--- src/rtl/vc_dest_arbiter.sv ---
// vc_dest_arbiter: weighted VC0/VC1 -> D0/D1 scheduler; ARB_STATS_EN adds per-destination push counters.
module vc_dest_arbiter #(
  parameter int DATA_W     = 6,
  parameter int DEST_BIT   = 4,
  parameter int VC0_WEIGHT = 3
) (
  input  logic              clk,
  input  logic              reset,
  input  logic              active_in,
  input  logic [DATA_W-1:0] vc0_data,
  input  logic              vc0_empty,
  input  logic [DATA_W-1:0] vc1_data,
  input  logic              vc1_empty,
  input  logic              d0_almost_full,
  input  logic              d1_almost_full,
  output logic              vc0_pop,
  output logic              vc1_pop,
  output logic              d0_push,
  output logic              d1_push,
  output logic [DATA_W-1:0] d_data,
  output logic              busy,
  output logic [7:0]        cnt_d0,
  output logic [7:0]        cnt_d1
);
  typedef enum logic {OFF, RUN} state_t;
  localparam logic [3:0] W = 4'(VC0_WEIGHT);
  state_t state;
  logic [3:0] wcnt;
  logic en, e0, e1, pop_any;
  logic [DATA_W-1:0] pop_word;
  always_comb begin
    en = state == RUN && active_in;
    e0 = !vc0_empty && !(vc0_data[DEST_BIT] ? d1_almost_full : d0_almost_full);
    e1 = !vc1_empty && !(vc1_data[DEST_BIT] ? d1_almost_full : d0_almost_full);
    vc1_pop = en && e1 && (!e0 || wcnt == W);
    vc0_pop = en && e0 && !vc1_pop;
    pop_any = vc0_pop || vc1_pop;
    pop_word = vc1_pop ? vc1_data : vc0_data;
    busy = pop_any || d0_push || d1_push;
  end
  always_ff @(posedge clk or posedge reset)
    if (reset) begin
      state <= OFF;
      wcnt <= '0;
      d0_push <= 1'b0;
      d1_push <= 1'b0;
      d_data <= '0;
    end else begin
      state <= active_in ? RUN : OFF;
      wcnt <= (vc1_pop || vc1_empty) ? 4'd0 : (vc0_pop && e1 && wcnt != W) ? wcnt + 4'd1 : wcnt;
      d0_push <= pop_any && !pop_word[DEST_BIT];
      d1_push <= pop_any && pop_word[DEST_BIT];
      if (pop_any) d_data <= pop_word;
    end
`ifdef ARB_STATS_EN
  always_ff @(posedge clk or posedge reset)
    if (reset) begin
      cnt_d0 <= '0;
      cnt_d1 <= '0;
    end else begin
      if (d0_push && cnt_d0 != 8'hff) cnt_d0 <= cnt_d0 + 8'd1;
      if (d1_push && cnt_d1 != 8'hff) cnt_d1 <= cnt_d1 + 8'd1;
    end
`else
  assign cnt_d0 = '0;
  assign cnt_d1 = '0;
`endif
endmodule

--- config.mk ---
export PLATFORM = sky130hd
export DESIGN_NAME = vc_dest_arbiter
export DESIGN_NICKNAME = d
export VERILOG_FILES = /design/src/rtl/vc_dest_arbiter.sv
export SDC_FILE = /design/constraint.sdc
export NUM_CORES = 1
export LEC_CHECK = 0
export ABC_AREA = 1
export BUFFER_PORTS_ARGS = -buffer_cell sky130_fd_sc_hd__buf_2
export CAP_MARGIN = 10
export CORE_AREA = 2 2 48 50
export DETAILED_ROUTE_END_ITERATION = 12
export DIE_AREA = 0 0 50 52
export PLACE_DENSITY_LB_ADDON = 0.3
export SETUP_SLACK_MARGIN = 0.15
export SYNTH_ARGS = -nofsm -noshare
export SYNTH_HDL_FRONTEND = slang
export SYNTH_SLANG_ARGS = --single-unit
--- constraint.sdc ---
create_clock -name clk -period 2.2 [get_ports clk]
set_input_delay 0.44 -clock clk [delete_from_list [all_inputs] [get_ports clk]]
set_output_delay 0.44 -clock clk [all_outputs]
set_load 0.01 [all_outputs]
==> impl_results.md <==
- Clock Path Buffers: 2
- Post-layout minimum cycle time: 1.93 ns
- TritonRoute pass-1 iters: 4
- Max Slew Vio Count: 0
- CP Launch Type: register
- Count of final setup violators: 0
- Drt wl/cell: 8.57 µm
- Hold Slack: around 0.17 ns
- Grt peak-use layer: met2
- Max cap viols: 0
- Total Power: 0.584 mW
- Post-DP HPWL: 1.27 mm
- Area growth, synth to finish: 22.1%
- Total Routed Length: 1.59 mm
- Post-synth top area cell: dfrtp_1
- Routability congestion estimate: 0.777
- Critical Path AT: 1.49 ns
- TritonCTS clock tree: done
- GRT Total Usage: 0.140
- Fin nets: between 150 and 200
- Clock share of power: 0.259
- Simple-gate area share of the yosys netlist: 0.288
- Port bufs: 29
- DRC: 0
- Hold Fails Final Rpt: 0
- Post-synth top area share: 0.372
- Row cnt: 17
- Unrepaired setup endpoints after global routing: no
- Status: completed
- Seq pwr share: 0.485
- Floorplan core area: 2110 µm²
- Clk_skew: ~0.0063 ns
- GRT met2 Usage: 0.228
- P_int: 0.398 mW
- CTS Buf Count: 3
- Sum Neg Setup Slack: 0 ns
- Crit path required time: between 1.5 and 2 ns
- Vias in the first global route: 698
- Clock transition at path regs: 0.08 ns
- Post-synthesis cell area: 873 µm²
- Post-synthesis adder-cell area fraction: 0.0143
- IO Pins: 46
- CP max FO: 8
- Post-route ant nets: 0
- Cts hold-fix bufs: 0
- Bufs and invs on worst path: 2
- Leakage: just under 0.7 nW
- Commonest non-fill, non-tap cells in the layout: nand2_1 (35), buf_2 (29), inv_1 (20)
- Global route overflow: 0
- Area of the die: 2600 µm²
- Area contributors post-synth: dfrtp_1 (37%), nand2_1 (15%), buf_4 (14%)
- Vias per cell: 4.26
- Die W: 50 µm
- Final instance area: 1070 µm²
- Slowest stage delay, CP: 0.40 ns
- Fillers: 226
- Compound-Gate Fraction of Synth Area: 0.0559
- Mapped Cells: 120
- Worst Hold Class: in2async
- Crit Path Category: reg2out
- Share of cells above drive strength 1: 0.329
- CP delay by family, top: flip-flops
- Unique masters post-synth: 19
- Vias post-DR: 792
- Tightest Pin Transition: between 0.5 and 0.6 ns
- Combinational group share of total power: 0.256
- Combinational family with the most area after synthesis: simple AND/OR/NAND/NOR gates
- Multiplexer area fraction after synthesis: 0
- PwrDens: 548 nW/µm²
- Met3 usage: 0.0172
- Placed Area: 990 µm²
- H-tree depth: 1
- GR Util met1: 0.176
- Die H: 52 µm
- Synth Area per Inst: 7.28 µm²
- #FFs+latches synth: 13
- Sw Share: 0.318
- Sequential-to-total area share from yosys stat: 0.372
- First-pass GRT wire length: 2.79 mm
- Net Sw Power: 0.186 mW
- CP endpoint kind: primary output
- Critical path, cell by cell: ha_2 > nand2_2 > nand2_2 > nand2_4 > nand2_4 > clkinv_4 > nand2_1 > buf_2
- CTS sink count: 13
- Worst slew margin: 0.666
- Warnings from Yosys: 0
- # diodes: 0
- Most common cell after layout, fill and taps aside: nand2_1
- Initial Utilization: 0.415
- Antenna violations before repair: 0
- Maximum clock frequency: 0.517 GHz
- Root Buffer: clkbuf_4
- Largest net degree at the start of global routing: 14
- Skew-Pair Late Insertion Delay: 0.28 ns
- DRT iter0 DRCs: 10
- Max stage delay cell, worst path: dfrtp_1
- Max VDD drop: 0.279 mV
- Fin crit share: 0.879
- XOR/XNOR share of the synthesized area: 0.0201
[layer usage]
| metal | routed length, µm | share of wire |
|---|---|---|
| met1 | 689 | 0.43 |
| met2 | 797 | 0.50 |
| met3 | 88 | 0.055 |
| met4 | 19 | 0.012 |
| met5 | 0 | 0 |
[flip-flops by register name, indices dropped and copies added (netlist names)]
signal   cells
d0_push      1
d1_push      1
wcnt         4
state        1
d_data       6
[power groups by stage]
stage / Combinational (mW) / Clock [mW] / Sequential [mW]
detailed placement: 0.146 / 0 / 0.289
global placement: 0.145 / 0 / 0.288
CTS: 0.147 / 0.155 / 0.284
global route: 0.169 / 0.166 / 0.287
floorplan: 0.0940 / 0 / 0.302
finish: 0.150 / 0.151 / 0.284
[cell type report]
class	instances	area (µm²)	area share
multi-input combinational	83	395	0.371
sequential	13	325	0.305
timing repair buffer	35	190	0.178
inverter	23	93.8	0.0880
tap	28	35.0	0.0329
clock buffer	4	26.3	0.0246
[per-stage QoR]
| stage | worst slack [ns] | util | instances |
|---|---|---|---|
| after floorplan | 0.641 | - | 135 |
| after global placement | 0.405 | 0.470 | 176 |
| after detailed placement | 0.389 | 0.470 | 176 |
| after CTS | 0.159 | 0.482 | 180 |
| after global routing | 0.154 | 0.506 | 186 |
| final | 0.265 | 0.506 | 186 |
[cell usage after synthesis]
cell / instances
xor2_1: 2
nand4_1: 2
o21ai_0: 8
nand2_1: 36
nand2_4: 2
nor2_4: 1
buf_4: 16
inv_2: 1
a21oi_2: 1
inv_4: 1
conb_1: 1
clkinv_4: 1
dfrtp_1: 13
inv_1: 20
ha_1: 1
nor2_2: 1
nand2_2: 4
nand3_1: 4
nor2_1: 5
[cells by family after synthesis]
family          after synthesis
compound gates                9
xor+xnor                      2
fa+ha+maj                     1
buf+inv                      39
flops                        13
other cells                   1
simple gates                 55
[worst paths after layout]
| check | from | endpoint | slack, ns | cells past startpoint |
|---|---|---|---|---|
| worst max-delay path | wcnt[0]$_DFFE_PP0P_ | busy | 0.27 | 8 |
| worst min-delay path | reset | d0_push$_DFF_PP0_ | 0.17 | 2 |
| worst max register to register | wcnt[0]$_DFFE_PP0P_ | d_data[4]$_DFFE_PP0P_ | 0.76 | 9 |
| worst min register to register | d_data[0]$_DFFE_PP0P_ | d_data[0]$_DFFE_PP0P_ | 0.48 | 2 |
| max in group asynchronous | reset | wcnt[1]$_DFFE_PP0P_ | 1.69 | 2 |
| min in group clk | active_in | state$_DFF_PP0_ | 0.28 | 1 |
[repair_timing]
action                                  4_1_cts  5_1_grt
gates resized for setup                       0        2
setup buffers                                 0        6
endpoints found under the setup margin        0        2
hold endpoints to repair                      0        0
[worst reg2reg max path: stages, from the launching register on]
cell,delay [ns]
dfrtp_1,0.40
ha_2,0.21
nand2_2,0.08
nand2_2,0.07
nand2_4,0.13
buf_4,0.13
buf_4,0.09
nand2_2,0.05
nand3_1,0.11
nand2_1,0.06
No activity file was read; power rests on OpenSTA's default activity.
